==> src/rtl/vx_mem_scheduler_pkg.sv <==
// Shared constants, types and tag helpers for the memory request scheduler.
package vx_mem_scheduler_pkg;

  localparam int NUM_REQS      = 4;
  localparam int ADDR_WIDTH    = 32;
  localparam int DATA_WIDTH    = 64;
  localparam int TAG_IN_WIDTH  = 8;
  localparam int MAX_PENDING   = 4;

  localparam int LOG_NUM_REQS  = $clog2(NUM_REQS);
  localparam int TAG_OUT_WIDTH = TAG_IN_WIDTH + LOG_NUM_REQS;
  // The requester index occupies the MSBs of the outgoing tag.
  localparam int TAG_IDX_LSB   = TAG_IN_WIDTH;
  localparam int TAG_IDX_MSB   = TAG_OUT_WIDTH - 1;
  localparam int PEND_WIDTH    = $clog2(MAX_PENDING + 1);

  typedef logic [LOG_NUM_REQS-1:0]  req_idx_t;
  typedef logic [PEND_WIDTH-1:0]    pend_t;
  typedef logic [TAG_IN_WIDTH-1:0]  tag_in_t;
  typedef logic [TAG_OUT_WIDTH-1:0] tag_out_t;

  // Observable internal state: per-requester credit counters and arbiter pointer.
  typedef struct packed {
    pend_t [NUM_REQS-1:0] pending;
    req_idx_t             ptr;
  } dbg_t;

  function automatic tag_out_t tag_pack(req_idx_t idx, tag_in_t tag);
    return {idx, tag};
  endfunction

  function automatic req_idx_t tag_idx(tag_out_t tag);
    return tag[TAG_IDX_MSB:TAG_IDX_LSB];
  endfunction

endpackage

==> src/rtl/vx_mem_scheduler_if.sv <==
// Bundle of requester-side and memory-side signals of the scheduler.
// Handshake: a transfer happens on a cycle where valid and ready are both
// high; valid never depends on ready, and a source holding valid keeps its
// payload stable until the transfer completes.
interface vx_mem_scheduler_if;
  import vx_mem_scheduler_pkg::*;

  logic [NUM_REQS-1:0]                 req_valid_in;
  logic [NUM_REQS-1:0][ADDR_WIDTH-1:0] req_addr_in;
  logic [NUM_REQS-1:0][TAG_IN_WIDTH-1:0] req_tag_in;
  logic [NUM_REQS-1:0]                 req_ready_in;

  logic                                req_valid_out;
  logic [ADDR_WIDTH-1:0]               req_addr_out;
  logic [TAG_OUT_WIDTH-1:0]            req_tag_out;
  logic                                req_ready_out;

  logic                                rsp_valid_in;
  logic [TAG_OUT_WIDTH-1:0]            rsp_tag_in;
  logic [DATA_WIDTH-1:0]               rsp_data_in;
  logic                                rsp_ready_in;

  logic [NUM_REQS-1:0]                 rsp_valid_out;
  logic [NUM_REQS-1:0][TAG_IN_WIDTH-1:0] rsp_tag_out;
  logic [NUM_REQS-1:0][DATA_WIDTH-1:0] rsp_data_out;
  logic [NUM_REQS-1:0]                 rsp_ready_out;

  dbg_t                                dbg;

  // Scheduler view.
  modport master (
    input  req_valid_in, req_addr_in, req_tag_in, req_ready_out,
    input  rsp_valid_in, rsp_tag_in, rsp_data_in, rsp_ready_out,
    output req_ready_in, req_valid_out, req_addr_out, req_tag_out,
    output rsp_ready_in, rsp_valid_out, rsp_tag_out, rsp_data_out,
    output dbg
  );

  // Environment view (requesters plus memory).
  modport slave (
    output req_valid_in, req_addr_in, req_tag_in, req_ready_out,
    output rsp_valid_in, rsp_tag_in, rsp_data_in, rsp_ready_out,
    input  req_ready_in, req_valid_out, req_addr_out, req_tag_out,
    input  rsp_ready_in, rsp_valid_out, rsp_tag_out, rsp_data_out,
    input  dbg
  );

endinterface

==> src/rtl/vx_mem_scheduler_rr_arbiter.sv <==
// Round-robin arbiter: searches upward from ptr with wrap; ptr moves past
// the winner only when the grant is consumed (enable).
module vx_mem_scheduler_rr_arbiter
  import vx_mem_scheduler_pkg::*;
(
  input  logic                clk,
  input  logic                reset,
  input  logic [NUM_REQS-1:0] requests,
  input  logic                enable,
  output logic [NUM_REQS-1:0] grant,
  output req_idx_t            grant_idx,
  output logic                grant_valid,
  output req_idx_t            ptr
);

  req_idx_t idx;

  // Priority search; descending k so the candidate closest to ptr wins last.
  always_comb begin
    grant_idx   = '0;
    grant_valid = 1'b0;
    idx         = '0;
    for (int k = NUM_REQS - 1; k >= 0; k--) begin
      idx = req_idx_t'((int'(ptr) + k) % NUM_REQS);
      if (requests[idx]) begin
        grant_idx   = idx;
        grant_valid = 1'b1;
      end
    end
    grant = NUM_REQS'(grant_valid) << grant_idx;
  end

  // Priority pointer advances to the slot after the consumed winner.
  always_ff @(posedge clk or posedge reset) begin
    if (reset) begin
      ptr <= '0;
    end else if (enable) begin
      ptr <= req_idx_t'((int'(grant_idx) + 1) % NUM_REQS);
    end
  end

endmodule

==> src/rtl/vx_mem_scheduler.sv <==
// Shares one memory read port among NUM_REQS requesters with per-requester
// credit limits, a registered request stage and a combinational response
// demultiplexer keyed by the requester index carried in the tag MSBs.
module vx_mem_scheduler
  import vx_mem_scheduler_pkg::*;
(
  input  logic                clk,
  input  logic                reset,
  vx_mem_scheduler_if.master  io
);

  pend_t [NUM_REQS-1:0] pending;
  logic  [NUM_REQS-1:0] eligible;
  logic  [NUM_REQS-1:0] grant;
  req_idx_t             grant_idx;
  logic                 grant_valid;
  req_idx_t             ptr;
  logic                 out_ready;
  logic                 accept;
  req_idx_t             sel;
  logic                 rsp_fire;

  // A requester competes only while it still has credit.
  always_comb begin
    for (int i = 0; i < NUM_REQS; i++) begin
      eligible[i] = io.req_valid_in[i] && (pending[i] < pend_t'(MAX_PENDING));
    end
  end

  vx_mem_scheduler_rr_arbiter u_arb (
    .clk         (clk),
    .reset       (reset),
    .requests    (eligible),
    .enable      (accept),
    .grant       (grant),
    .grant_idx   (grant_idx),
    .grant_valid (grant_valid),
    .ptr         (ptr)
  );

  // Output register can take a new request when empty or draining this cycle.
  assign out_ready       = ~io.req_valid_out | io.req_ready_out;
  assign io.req_ready_in = grant & {NUM_REQS{out_ready}};
  assign accept          = grant_valid & out_ready;

  // Registered request stage; holds contents while stalled downstream.
  always_ff @(posedge clk or posedge reset) begin
    if (reset) begin
      io.req_valid_out <= 1'b0;
      io.req_addr_out  <= '0;
      io.req_tag_out   <= '0;
    end else if (out_ready) begin
      io.req_valid_out <= accept;
      if (accept) begin
        io.req_addr_out <= io.req_addr_in[grant_idx];
        io.req_tag_out  <= tag_pack(grant_idx, io.req_tag_in[grant_idx]);
      end
    end
  end

  assign sel      = tag_idx(io.rsp_tag_in);
  assign rsp_fire = io.rsp_valid_in & io.rsp_ready_in;

  // Response demux: valid steered to one requester, tag/data broadcast.
  always_comb begin
    io.rsp_valid_out      = '0;
    io.rsp_valid_out[sel] = io.rsp_valid_in;
    io.rsp_ready_in       = io.rsp_ready_out[sel];
    for (int i = 0; i < NUM_REQS; i++) begin
      io.rsp_tag_out[i]  = io.rsp_tag_in[TAG_IN_WIDTH-1:0];
      io.rsp_data_out[i] = io.rsp_data_in;
    end
  end

  // Credit counters; an unexpected response never drives a counter below zero.
  always_ff @(posedge clk or posedge reset) begin
    if (reset) begin
      pending <= '0;
    end else begin
      for (int i = 0; i < NUM_REQS; i++) begin
        if (accept && grant_idx == req_idx_t'(i)) begin
          if (!(rsp_fire && sel == req_idx_t'(i))) begin
            pending[i] <= pending[i] + pend_t'(1);
          end
        end else if (rsp_fire && sel == req_idx_t'(i) && pending[i] != '0) begin
          pending[i] <= pending[i] - pend_t'(1);
        end
      end
    end
  end

  // A response must belong to a requester with an outstanding request.
  always @(posedge clk) begin
    if (!reset && rsp_fire) begin
      assert (pending[sel] != '0);
    end
  end

  assign io.dbg = {pending, ptr};

endmodule

==> src/flat_wrapper.sv <==
// flat-port wrapper written by rule: the top's interface ports become plain ports
module vx_mem_scheduler_flat import vx_mem_scheduler_pkg::*;
  (clk, reset, io_req_valid_in, io_req_addr_in, io_req_tag_in, io_req_ready_out, io_rsp_valid_in, io_rsp_tag_in, io_rsp_data_in, io_rsp_ready_out, io_req_ready_in, io_req_valid_out, io_req_addr_out, io_req_tag_out, io_rsp_ready_in, io_rsp_valid_out, io_rsp_tag_out, io_rsp_data_out, io_dbg);
  vx_mem_scheduler_if io_i ();
  input  logic clk;
  input  logic reset;
  input wire logic [$bits(io_i.req_valid_in)-1:0] io_req_valid_in;
  input wire logic [$bits(io_i.req_addr_in)-1:0] io_req_addr_in;
  input wire logic [$bits(io_i.req_tag_in)-1:0] io_req_tag_in;
  input wire logic [$bits(io_i.req_ready_out)-1:0] io_req_ready_out;
  input wire logic [$bits(io_i.rsp_valid_in)-1:0] io_rsp_valid_in;
  input wire logic [$bits(io_i.rsp_tag_in)-1:0] io_rsp_tag_in;
  input wire logic [$bits(io_i.rsp_data_in)-1:0] io_rsp_data_in;
  input wire logic [$bits(io_i.rsp_ready_out)-1:0] io_rsp_ready_out;
  output wire logic [$bits(io_i.req_ready_in)-1:0] io_req_ready_in;
  output wire logic [$bits(io_i.req_valid_out)-1:0] io_req_valid_out;
  output wire logic [$bits(io_i.req_addr_out)-1:0] io_req_addr_out;
  output wire logic [$bits(io_i.req_tag_out)-1:0] io_req_tag_out;
  output wire logic [$bits(io_i.rsp_ready_in)-1:0] io_rsp_ready_in;
  output wire logic [$bits(io_i.rsp_valid_out)-1:0] io_rsp_valid_out;
  output wire logic [$bits(io_i.rsp_tag_out)-1:0] io_rsp_tag_out;
  output wire logic [$bits(io_i.rsp_data_out)-1:0] io_rsp_data_out;
  output wire logic [$bits(io_i.dbg)-1:0] io_dbg;
  assign io_i.req_valid_in = io_req_valid_in;
  assign io_i.req_addr_in = io_req_addr_in;
  assign io_i.req_tag_in = io_req_tag_in;
  assign io_i.req_ready_out = io_req_ready_out;
  assign io_i.rsp_valid_in = io_rsp_valid_in;
  assign io_i.rsp_tag_in = io_rsp_tag_in;
  assign io_i.rsp_data_in = io_rsp_data_in;
  assign io_i.rsp_ready_out = io_rsp_ready_out;
  assign io_req_ready_in = io_i.req_ready_in;
  assign io_req_valid_out = io_i.req_valid_out;
  assign io_req_addr_out = io_i.req_addr_out;
  assign io_req_tag_out = io_i.req_tag_out;
  assign io_rsp_ready_in = io_i.rsp_ready_in;
  assign io_rsp_valid_out = io_i.rsp_valid_out;
  assign io_rsp_tag_out = io_i.rsp_tag_out;
  assign io_rsp_data_out = io_i.rsp_data_out;
  assign io_dbg = io_i.dbg;
  vx_mem_scheduler u_core (.clk(clk), .reset(reset), .io(io_i));
endmodule
==> config.mk <==
export PLATFORM = sky130hd
export DESIGN_NAME = vx_mem_scheduler_flat
export DESIGN_NICKNAME = d
export VERILOG_FILES = /design/src/rtl/vx_mem_scheduler_pkg.sv /design/src/rtl/vx_mem_scheduler_if.sv /design/src/rtl/vx_mem_scheduler_rr_arbiter.sv /design/src/rtl/vx_mem_scheduler.sv /design/src/flat_wrapper.sv
export SDC_FILE = /design/constraint.sdc
export NUM_CORES = 1
export LEC_CHECK = 0
export CORE_AREA = 2 2 234 236
export DETAILED_ROUTE_END_ITERATION = 12
export DIE_AREA = 0 0 236 238
export GPL_ROUTABILITY_DRIVEN = 0
export PLACE_DENSITY = 0.41
export SLEW_MARGIN = 30
export SYNTH_ARGS = -nofsm -noshare
export SYNTH_HDL_FRONTEND = slang
export SYNTH_HIERARCHICAL = 1
export SYNTH_SLANG_ARGS = --single-unit
==> constraint.sdc <==
create_clock -name clk -period 3 [get_ports clk]
set_clock_uncertainty 0.2 [all_clocks]
set_input_delay 0.45 -clock clk [delete_from_list [all_inputs] [get_ports clk]]
set_output_delay 0.45 -clock clk [all_outputs]
set_load 0.03 [all_outputs]
Yosys cells after proc, flatten, opt, wreduce, memory -nomap -nowiden
Cells that the tools add are included.
{"block": "totals", "ff_bits": 57, "elab_cells": 116}
{"block": "op_classes", "shift": 1, "bitwise_logic": 6, "n_mux": 36, "order_cmp": 11, "reduce_logical": 32, "addsub": 12, "eq_ne": 10}
{"cell": "32-bit binary-select mux with 2-bit select", "n": 1}
{"cell": "3-bit two-way mux", "n": 12}
{"cell": "32-bit two-way mux", "n": 1}
{"cell": "2-bit by 3-bit less-than comparator with 1-bit output, second input constant", "n": 6}
{"cell": "1-bit logical AND", "n": 17}
{"cell": "8-bit binary-select mux with 2-bit select", "n": 1}
{"cell": "3-bit by 1-bit adder with 3-bit output, second input constant", "n": 4}
{"cell": "3-bit less-than comparator, second input constant", "n": 4}
{"cell": "3-bit nonzero test", "n": 4}
{"cell": "3-bit by 1-bit subtractor with 3-bit output, second input constant", "n": 4}
{"cell": "1-bit binary-select mux with 2-bit select", "n": 5}
{"cell": "1-bit two-way mux", "n": 10}
{"cell": "2-bit AND reduction", "n": 5}
{"cell": "4-bit AND", "n": 2}
{"cell": "2-bit equality test, second input constant", "n": 4}
{"cell": "2-bit two-way mux", "n": 4}
{"cell": "8-bit two-way mux", "n": 1}
{"cell": "2-bit inequality test, second input constant", "n": 4}
{"cell": "2-bit nonzero test", "n": 4}
{"cell": "2-bit by 1-bit adder with 2-bit output, second input constant", "n": 2}
{"cell": "2-bit adder, second input constant", "n": 2}
{"cell": "2-bit by 1-bit equality test with 1-bit output, second input constant", "n": 2}
{"cell": "2-bit logical NOT", "n": 2}
{"cell": "1-bit by 2-bit << shifter with 4-bit output", "n": 1}
{"cell": "5 further kinds", "n": 6}

Logic depth before layout (Yosys ltp)
Gate-level depths: netlist (run 1).
{"block": "logic_depth", "depth_word": 12, "mapped_depth": 12, "mapped_depth_nobuf": 11}

Modules after synthesis
The synthesis (run 1) kept the hierarchy.
{"module": "vx_mem_scheduler", "n_inst": 1, "cells_each": 651, "area_per_inst_um2": 5689.2, "seq_area_each_um2": 1376.3}
{"module": "vx_mem_scheduler_rr_arbiter", "n_inst": 1, "cells_each": 25, "area_per_inst_um2": 205.2, "seq_area_each_um2": 50.0}

Worst setup path before layout (run 1)
OpenSTA, ideal clock, no wires.
{"block": "synth_path", "path_kind": "register -> register", "start": "reg u_core.pending, in the netlist u_core/io.dbg[4]", "end": "reg u_core.pending, in the netlist u_core/io.dbg[4]", "path_stages_with_launch": 11, "period_less_slack_ps": 3148, "n_path_buf": 0, "setup_ps": 125, "arrival_ps": 2824, "t_required_ps": 2675, "setup_slack_ps": -148, "cell_sequence": "dfrtp_1 > nor2b_1 > or2b_1 > nor2b_1 > o22a_2 > or2_4 > nor3_4 > inv_2 > fa_1 > a22o_1 > mux2_2"}
{"block": "synth_via", "elab_chain_cells": 12, "word_cells_on_any_way": 31, "classes_between": "add/sub (2); order compare (1); eq/ne (1); mux (19); bitwise (1); reduce/logical (7)"}
{"element": "start, declared", "line": "vx_mem_scheduler.sv:12", "rtl": "pend_t [NUM_REQS-1:0] pending;"}
{"element": "start signal, assigned by index", "line": "vx_mem_scheduler.sv:83", "rtl": "pending[i] <= pending[i] + pend_t'(1);"}
{"element": "start signal, assigned by index", "line": "vx_mem_scheduler.sv:86", "rtl": "pending[i] <= pending[i] - pend_t'(1);"}
{"element": "3-bit less-than comparator *", "line": "vx_mem_scheduler.sv:26", "rtl": "eligible[i] = io.req_valid_in[i] && (pending[i] < pend_t'(MAX_PENDING));"}
{"element": "1-bit logical AND *", "line": "vx_mem_scheduler.sv:26"}
{"element": "net u_core.eligible[0]", "line": "vx_mem_scheduler.sv:13", "rtl": "logic [NUM_REQS-1:0] eligible;"}
{"element": "1-bit binary-select mux with 2-bit select", "line": "vx_mem_scheduler_rr_arbiter.sv:25", "rtl": "if (requests[idx]) begin"}
{"element": "1-bit two-way mux (not written as such)", "line": "vx_mem_scheduler_rr_arbiter.sv:25"}
{"element": "2-bit two-way mux (3 in a row)", "line": "vx_mem_scheduler_rr_arbiter.sv:25"}
{"element": "2-bit two-way mux *", "line": "vx_mem_scheduler_rr_arbiter.sv:25"}
{"element": "net u_core.grant_idx[1]", "line": "vx_mem_scheduler.sv:15", "rtl": "req_idx_t grant_idx;"}
{"element": "2-bit logical NOT *", "line": "vx_mem_scheduler.sv:81", "rtl": "if (accept && grant_idx == req_idx_t'(i)) begin"}
{"element": "1-bit logical AND *", "line": "vx_mem_scheduler.sv:81"}
{"element": "2-bit inequality test (no source line) or 2-bit nonzero test (tied branches)"}
{"element": "2-bit AND reduction (no source line)"}
Mark *: on every way through the listed nets, which the timed path passes. The rest lies on a longest branch. The select of a mux whose other input is x is not followed.
A chain may end at the register's enable or synchronous reset.

Worst setup path in the final report (run 1)
{"block": "layout_path", "start": "in io_req_valid_in[2]", "end": "reg u_core.pending, in the netlist u_core/io.dbg[4]"}
{"block": "layout_via", "elab_chain_cells": 11, "word_cells_on_any_way": 24, "classes_between": "eq/ne (1); mux (17); bitwise (1); reduce/logical (5)"}
{"element": "start, declared", "line": "flat_wrapper.sv:7", "rtl": "input wire logic [$bits(io_i.req_valid_in)-1:0] io_req_valid_in;"}
{"element": "1-bit logical AND *", "line": "vx_mem_scheduler.sv:26"}
{"element": "net u_core.eligible[2]", "line": "vx_mem_scheduler.sv:13"}
{"element": "1-bit binary-select mux with 2-bit select", "line": "vx_mem_scheduler_rr_arbiter.sv:25"}
{"element": "1-bit two-way mux (not written as such)", "line": "vx_mem_scheduler_rr_arbiter.sv:25"}
{"element": "2-bit two-way mux (3 in a row)", "line": "vx_mem_scheduler_rr_arbiter.sv:25"}
{"element": "2-bit two-way mux *", "line": "vx_mem_scheduler_rr_arbiter.sv:25"}
{"element": "net u_core.grant_idx[0]", "line": "vx_mem_scheduler.sv:15"}
{"element": "2-bit logical NOT *", "line": "vx_mem_scheduler.sv:81"}
{"element": "1-bit logical AND *", "line": "vx_mem_scheduler.sv:81"}
{"element": "2-bit inequality test (no source line) or 2-bit nonzero test (tied branches)"}
{"element": "2-bit AND reduction (no source line)"}
Marks and branches as above.

==> flow_summary.toml, run 1 <==
[global_route]
grt_max_degree = 41
track_usage_pct = 8.45
grt_pass1_wl_mm = 33.8
grt_pass1_vias = 4978
grt-ovfl-total = 0
antenna_found_initial = 1

[logic_synthesis]
yosysSeqAreaShare_pct = 24.2
synth_edf_count = 0
yosys_most_used_dff = "dfrtp_1"
muxShareOfSynthArea_pct = 1.63
synth_fa_ha_area_share_pct = 1.36
synth_area_mm2 = 0.00589
syn-num-nets = 926
synth_common_cells = "295 x buf_4, 57 x dfrtp_1, 45 x a22oi_1"
synthDominantAreaCellType = "buf_4"
synth_cell_types = 53
synth_top_area_share_pct = 37.6
synth_compound_area_share_pct = 15.8
ys_warn_count = 6
yosysMostFrequentCell = "buf_4"
synth_xor_area_share_pct = 0.594
synth_top_family_by_area = "buffers and inverters"
synth-simple-area-share_pct = 16.3
async_reset_ff_share_pct = 100
ys_ff_latch = 57
yosys-top-cells-area = "buf_4 38%, dfrtp_1 24%, a221oi_1 5.8%, a22oi_1 5.7%, and4_1 5.3%"
syn_area_per_cell_um2 = 8.72
synthCells = 676

[setup_path]
endpoint = "u_core/io.dbg[4]"
crit_fanout = 5
path_class = "input port to flip-flop"
cp.required_ns = 3.05
reg2reg_slack_ns = 0.18
crit_start = "io_req_valid_in[2]"
rr_endpoint = "u_core/io.dbg[4]"
reg2regPathDepth = 10
cp.arrival_ns = 2.97
startpoint_type = "input port"
r2r_start = "u_core/io.dbg[4]"
endpoint_kind = "flip-flop"

[cells_and_area]
synthToLayoutAreaGrowth_pct = 29.1
drive_above_1_share_pct = 16.2
final_cells = 1352
antennaDiodeCount = 0
fin_nets = 901

[power_and_ir_drop]
power_density_mw_per_mm2 = 950
ir_drop_mv = 0.430
p_leak_uw = 0.00282

[drt]
via_per_inst = 3.45
drcViolationCount = 0
dr.pass1.iters = 4
wl_per_cell_um = 17.8
final_antenna_net_count = 0
wirelength_mm = 24.1
num_vias = 4662
drt-initial-drc-count = 146

[placed_design]
portBuffers = 239
pre_cts_ws_ns = -0.371
dp.cells = 1334
dpl.hpwl_mm = 18.2

[timing]
postLayoutSetupSlackWorst_ns = 0.0795
slew_violations = 0
hold_ws_ns = 0.0922
hold_viol = 0
rsz0062_at_grt = "false"
max_freq_mhz = 342
worst_pin_slew_ns = 0.664
setup_violations = 0
relSlewSlack_pct = 55.6
period_share_pct = 97.3
fin_crit_ns = 2.92

[cts]
cts_made_buffers = 9
htreeDepth = 3
cts_tree = "built"
clk_pin_slew_ns = 0.06
clk_latency_ns = 0.36
cts.sinks = 57
cts_root_buffer = "clkbuf_16"
cts_max_path_buffers = 2

[min_path]
hold_class = "input port to async pin"

[floorplanning]
pin_count = 600
dieHeight_um = 238
die_w_um = 236
start_util_pct = 11.0
dieArea_mm2 = 0.0562
std_cell_rows = 85
core_area_mm2 = 0.0535

[job]
maxCapViolations = 0

[run_status]
outcome = "finished, final reports clean"
==> worst min-delay path by stage <==
| stage | startpoint | end | depth (start not counted) |
|---|---|---|---|
| 6_report | reset | u_core/u_arb/ptr[1] | 2 |
| 5_1_grt | reset | u_core/u_arb/ptr[1] | 2 |
| 4_1_cts | reset | u_core/u_arb/ptr[1] | 2 |
| 3_5_place_dp | u_core/io.req_addr_out[21] | u_core/io.req_addr_out[21] | 2 |
| 3_3_place_gp | u_core/io.req_addr_out[18] | u_core/io.req_addr_out[18] | 2 |
| 2_1_floorplan | reset | u_core/u_arb/ptr[0] | 1 |
==> state kept, by name, indices dropped and copies added, names as in the netlist <==
register,count
u_core/io.req_addr_out,32
u_core/io.dbg,12
u_core/io.req_valid_out,1
u_core/u_arb/ptr,2
u_core/io.req_tag_out,10
==> through the flow <==
| stage | TNS [ns] | total power [uW] | utilization (%) | cell area (um^2) |
|---|---|---|---|---|
| final | 0 | 7230 | 14.2 | 7610 |
| after global routing | 0 | 7790 | 14.2 | 7610 |
| after CTS | 0 | 7320 | 14.1 | 7540 |
| after detailed placement | -12.01 | 6180 | 13.5 | 7240 |
| after global placement | -16.23 | 6110 | 13.5 | 7210 |
| after floorplan | -0.0522 | 4660 | - | 5910 |
==> critical path, cell delays in order <==
cell and delay, ns:
clkdlybuf4s50_1 0.46, nor2b_4 0.13, or2b_1 0.24, a21oi_2 0.17
a211oi_4 0.07, buf_6 0.14, or2_4 0.23, nor3_4 0.13
inv_2 0.07, fa_2 0.42, a22o_1 0.19, mux2_4 0.26
==> cell usage in the layout, fill, tap and decap left out, types with 3 or more instances in the layout <==
cell type	count
a22o_1	5
buf_6	6
nor2b_4	5
and4_1	36
nor3_1	3
o22ai_1	3
nor3_4	4
mux2i_1	4
nor2_1	20
nand3_1	3
o21ai_0	4
dfrtp_2	3
inv_2	4
or2_2	3
buf_12	3
clkdlybuf4s50_1	234
a21oi_1	11
clkbuf_16	9
a221oi_1	39
inv_1	6
nand2_1	42
dfrtp_1	54
clkbuf_1	6
a22oi_1	45
buf_4	41
xnor2_1	4
and2_1	3
==> timing repair <==
action	CTS	global route
endpoints found under the setup margin	4	6
pin swaps	4	9
gates cloned	0	0
resized for setup	8	16
buffers inserted	2	1
hold buffers	0	0
==> layer usage <==
layer | up-vias | GRT usage (%) | share of wire (%)
met1 | 2201 | 8.86 | 38
met4 | 2 | 5.81 | 5.6
met5 | - | 0 | 0.054
met2 | 306 | 13.0 | 45
met3 | 103 | 4.58 | 11
li1 | 2050 | - | -
==> cell type report <==
cell class | instances | area (um^2)
well taps | 696 | 871
multi-input cells | 286 | 2190
inverters | 11 | 42.5
repair buffers | 286 | 2810
clock buffers | 16 | 262
flip-flops and latches | 57 | 1430
fillers | 6130 | 45900
==> kinds of logic after synthesis <==
logic type | after synthesis
adder cells (fa/ha/maj) | 4
multiplexers | 8
XOR/XNOR | 4
flip-flops | 57
AO/OA/AOI/OAI | 120
AND/OR/NAND/NOR | 150
buffers and inverters | 333
==> report_power, final <==
part	switching (uW)	internal (uW)	total, uW
Clock	414	583	998
Combinational	2640	2100	4740
Sequential	331	1170	1500
Total	3390	3850	7230
(Power assumes the default switching activity.)
==> inputs of run 2 (changes only) <==
Settings changed: CTS_BUF_LIST set to sky130_fd_sc_hd__clkbuf_8.
==> run 2 against run 1 <==
Net effect:
- final area down 1.1%
- sequential cell count stayed put
- clock-buffer cell count decreased by 6
- register-to-register slack worse by 0.098 ns
- sequential share of layout area increased by 0.21 points
- non-clock buffer count is 4 higher
- core utilization down 0.16 points
- fmax about the same
- combinational power is essentially flat
- global-route usage barely moved
- largest cell class unchanged
- highest routed layer unchanged
==> flow_summary.toml, run 2 (same netlist as run 1, synthesis figures left out) <==
[placed_design]
portBuffers = 239
pre_cts_ws_ns = -0.371
place_area_mm2 = 0.00724
dpl.hpwl_mm = 18.2

[cells_and_area]
stdcell_area_mm2 = 0.00753
max_flop_register = "u_core/io.req_addr_out"
largest_register_ff_count = 32
final_cell_mix = "234 x clkdlybuf4s50_1, 54 x dfrtp_1, 45 x a22oi_1"
synthToLayoutAreaGrowth_pct = 27.7
drive_above_1_share_pct = 16.4
final_common_cell = "clkdlybuf4s50_1"
fin_nets = 905

[setup_path]
path_class = "flip-flop to flip-flop"
cpPeakStageDelay_ns = 0.43
endpoint_kind = "flip-flop"
crit_top_cell = "nor2b_4"
path_delay_family = "simple AND/OR/NAND/NOR gates"
startpoint_type = "flip-flop"
crit_slowest_cell = "dfrtp_2"
cp.required_ns = 3.10
cp.arrival_ns = 3.02
critical_path_buf_inv_count = 2
crit_fanout = 3
path_cells = "nor2b_4 > or2b_1 > nor2b_4 > o22a_2 > buf_6 > or2_4 > nor3_4 > inv_2 > fa_2 > a22o_1 > mux2_4"

[global_route]
track_usage_pct = 8.44
grt-ovfl-total = 0
grt_max_degree = 41
grt_pass1_vias = 4994
antenna_found_initial = 4
grt_pass1_wl_mm = 33.9

[run_status]
outcome = "finished, final reports clean"

[timing]
hold_viol = 0
postLayoutSetupSlackWorst_ns = 0.0817
slew_violations = 0
setup_violations = 0
period_share_pct = 97.3
fin_crit_ns = 2.92
max_freq_mhz = 343
setup-tns-final_ns = 0
hold_ws_ns = 0.297
relSlewSlack_pct = 55.6
worst_pin_slew_ns = 0.664
rsz0062_at_grt = "true"

[drt]
drcViolationCount = 0
dr.pass1.iters = 4
drt-initial-drc-count = 105
final_antenna_net_count = 0
num_vias = 4645
wirelength_mm = 24.0
via_per_inst = 3.42
wl_per_cell_um = 17.7

[floorplanning]
core_area_mm2 = 0.0535
dieHeight_um = 238
std_cell_rows = 85
dieArea_mm2 = 0.0562
die_w_um = 236
pin_count = 600
start_util_pct = 11.0

[cts]
clk_pin_slew_ns = 0.07
cts.sinks = 57
cts_root_buffer = "clkbuf_8"
cts_max_path_buffers = 2
clk_latency_ns = 0.41
htreeDepth = 3
cts_tree = "built"
cts_made_buffers = 9

[min_path]
hold_class = "flip-flop to flip-flop"

[power_and_ir_drop]
p_leak_uw = 0.00281
ir_drop_mv = 0.414
power_density_mw_per_mm2 = 920

[job]
maxCapViolations = 0
[run 2: per-layer routing]
layer / vias up / part of all wire (%) / GRT usage [%]
li1: 2062 / - / -
met1: 2187 / 38 / 8.92
met2: 296 / 46 / 13.2
met3: 98 / 11 / 4.36
met4: 2 / 5.3 / 5.64
met5: - / 0.042 / 0
[run 2: path summary, 6_finish.rpt]
path                                                  from                    endpoint  slack, ns  cells after the start
min in group asynchronous                            reset         u_core/u_arb/ptr[1]       0.61                      3
max in group asynchronous                            reset  u_core/io.req_addr_out[12]       1.18                      4
worst min register to register  u_core/io.req_addr_out[21]  u_core/io.req_addr_out[21]       0.30                      2
worst max-delay path                      u_core/io.dbg[4]            u_core/io.dbg[4]       0.08                     11
worst min-delay path            u_core/io.req_addr_out[21]  u_core/io.req_addr_out[21]       0.30                      2
worst max register to register            u_core/io.dbg[4]            u_core/io.dbg[4]       0.08                     11
[run 2: what timing repair did]
action / in CTS / in global routing
hold endpoints to repair: 2 / 0
resized for setup: 8 / 13
pin swaps: 3 / 6
hold buffers: 1 / 0
setup buffers: 4 / 2
setup endpoints to repair: 4 / 9
[run 2: final cells by class]
type | count | area, um^2
diodes | 2 | 5.00
clock buffers | 10 | 138
clock inverters | 6 | 22.5
fillers | 6136 | 46000
inverters | 11 | 42.5
multi-input cells | 286 | 2170
flip-flops and latches | 57 | 1430
well taps | 696 | 871
repair buffers | 290 | 2850
[run 2: through the flow]
step                cells  util [%]  total power, uW
floorplan             676         -             4660
global placement     1333      13.5             6110
detailed placement   1334      13.5             6180
CTS                  1354      13.9             7030
global route         1358      14.1             7480
finish               1358      14.1             6930
[run 2: report_power, final]
group	switching, uW	total [uW]	internal [uW]
logic	2630	4740	2110
clock network	387	691	304
registers	325	1490	1160
[run 2: tightest hold or removal path, cell delays in order (launching register included)]
cell      delay, ns
dfrtp_1        0.34
a221oi_1       0.07
nand2_1        0.05
==> inputs of run 3 (changes only) <==
Settings changed: CELL_PAD_IN_SITES_DETAIL_PLACEMENT set to 1, CELL_PAD_IN_SITES_GLOBAL_PLACEMENT set to 1, PLACE_DENSITY 0.41 to 0.54, SETUP_SLACK_MARGIN set to 0.1.
Clock period 3 ns to 2.76 ns, I/O delays scaled along.
==> run 3 against run 2 <==
Net effect:
- register-to-register slack worse by 0.36 ns
- critical path type unchanged
- sequential cell count stayed put
- the flow now finishes with violations (negative setup slack)
- sequential share of layout area decreased by 2.0 points
- final area grew 12%
- combinational power is 35% higher
- global-route usage up 0.53 points
- first-iteration DRC count shrank 15%
- clock-buffer cell count increased by 1
- sequential power grew 11%
- fmax shrank 3.9%
- clock power up 32%
==> flow_summary.toml, run 3 (same netlist as run 1, synthesis figures left out) <==
[drt]
num_vias = 4890
wirelength_mm = 25.9
final_antenna_net_count = 0
via_per_inst = 3.50
dr.pass1.iters = 4
wl_per_cell_um = 18.5
drt-initial-drc-count = 89
drcViolationCount = 0

[power_and_ir_drop]
p_sw_uw = 4150
power.share.clock_pct = 10.2
p_sw_share_pct = 46.3
p_int_uw = 4820
p_leak_uw = 0.00316
power_density_mw_per_mm2 = 1070
comb_power_share_pct = 71.4
ir_drop_mv = 0.270
finalPower_uw = 8970
p_seq_share_pct = 18.4

[setup_path]
cp.arrival_ns = 3.15
cp.required_ns = 2.87
startpoint_type = "flip-flop"
endpoint_kind = "flip-flop"
path_class = "flip-flop to flip-flop"
crit_fanout = 3

[global_route]
grt-ovfl-total = 0
track_usage_pct = 8.97
antenna_found_initial = 3
grt_max_degree = 31
grt_pass1_wl_mm = 36.5
grt_pass1_vias = 5576

[floorplanning]
pin_count = 600
core_area_mm2 = 0.0535
die_w_um = 236
std_cell_rows = 85
dieHeight_um = 238
start_util_pct = 11.0
dieArea_mm2 = 0.0562

[cts]
cts.sinks = 57
htreeDepth = 3
cts_made_buffers = 9
ctsHoldBuffers = 0
cts_root_buffer = "clkbuf_8"
clk_pin_slew_ns = 0.09
clk_latency_ns = 0.42
cts_max_path_buffers = 2
cts_tree = "built"

[job]
maxCapViolations = 0

[timing]
slew_violations = 0
setup_violations = 33
fin_crit_ns = 3.04
relSlewSlack_pct = 63.6
period_share_pct = 110
hold_viol = 0
rsz0062_at_grt = "true"
max_freq_mhz = 329
worst_pin_slew_ns = 0.544
postLayoutSetupSlackWorst_ns = -0.278

[cells_and_area]
max_flop_register = "u_core/io.req_addr_out"
seq_area_mm2 = 0.00143
nFillCells = 6241
stdcell_area_mm2 = 0.00840
drive_above_1_share_pct = 29.6
fin_nets = 941
largest_register_ff_count = 32
final_common_cell = "clkdlybuf4s50_1"
multi_input_area_mm2 = 0.00250
final_cell_mix = "233 x clkdlybuf4s50_1, 59 x buf_4, 53 x dfrtp_1"
synthToLayoutAreaGrowth_pct = 42.6

[run_status]
outcome = "finished, violations left"
violations = "negative setup slack"

[placed_design]
dpl.hpwl_mm = 19.0
portBuffers = 239
place_area_mm2 = 0.00741

[min_path]
hold_class = "input port to async pin"
run 3: cell types whose count changed in the layout (fill, tap and decap cells not counted), sizes merged:
cell,previous run,this run
clkdlybuf4s50,234,233
clkbuf,10,11
buf,54,90
bufinv,0,1
inv,16,12
dlygate4sd2,1,0
dlygate4sd3,1,0
diode,2,4
clkinv,1,3
bufbuf,0,1
dlymetal6s2s,0,2
run 3: path summary, 6_finish.rpt:
kind                                                 start                          to  slack (ns)  depth (start not counted)
worst min-delay path                                 reset         u_core/u_arb/ptr[1]        0.07                          2
max in group asynchronous                            reset   u_core/io.req_addr_out[2]        1.62                          3
worst min register to register  u_core/io.req_addr_out[15]  u_core/io.req_addr_out[15]        0.30                          2
worst max register to register            u_core/io.dbg[4]            u_core/io.dbg[4]       -0.28                         11
min in group clk                u_core/io.req_addr_out[15]  u_core/io.req_addr_out[15]        0.30                          2
worst max-delay path                      u_core/io.dbg[4]            u_core/io.dbg[4]       -0.28                         11
run 3: area by class of cell:
cell class	count	area share (%)
tap	696	10.4
timing repair buffer	326	39.8
inverter	11	0.536
clock buffer	11	1.80
clock inverter	5	0.566
sequential	57	17.0
antenna	4	0.119
multi-input combinational	286	29.8
run 3: stage by stage:
step	utilization [%]	hold WS, ns	setup WS, ns	instances	setup TNS [ns]
2_1_floorplan	-	-0.0448	-0.292	676	-0.996
3_3_place_gp	13.8	0.281	-0.513	1351	-20.39
3_5_place_dp	13.8	0.290	-0.588	1351	-23.68
4_1_cts	15.2	0.00362	-0.217	1383	-3.10
5_1_grt	15.7	0.0119	-0.353	1393	-6.35
6_report	15.7	0.0730	-0.278	1396	-1.98
run 3: power by group through the flow:
stage / registers (uW) / clock network [uW] / logic (uW)
finish: 1650 / 914 / 6410
global route: 1710 / 1030 / 6840
CTS: 1660 / 1000 / 6180
detailed placement: 1640 / 0 / 5300
global placement: 1630 / 0 / 5230
floorplan: 2390 / 0 / 2690
run 3: worst max-delay path, stage by stage (launching register included):
cell	delay, ns
dfrtp_2	0.45
nor2b_4	0.13
or2b_1	0.24
nor2b_1	0.13
o22a_2	0.26
buf_6	0.13
or2_4	0.23
nor3_4	0.19
inv_2	0.07
fa_2	0.42
a22o_1	0.21
mux2_2	0.26
run 3: timing repair:
item / CTS / global route
setup buffers: 12 / 11
cloned: 4 / 0
pin swaps: 14 / 30
gates resized for setup: 63 / 47
setup endpoints to repair: 47 / 56
run 3: metal layers:
layer | vias to the layer above | wire (um) | track usage [%]
met2 | 307 | 12500 | 14.8
met5 | - | 26 | 0
met4 | 4 | 1280 | 5.71
li1 | 2133 | - | -
met1 | 2354 | 9970 | 9.62
met3 | 92 | 2110 | 3.52
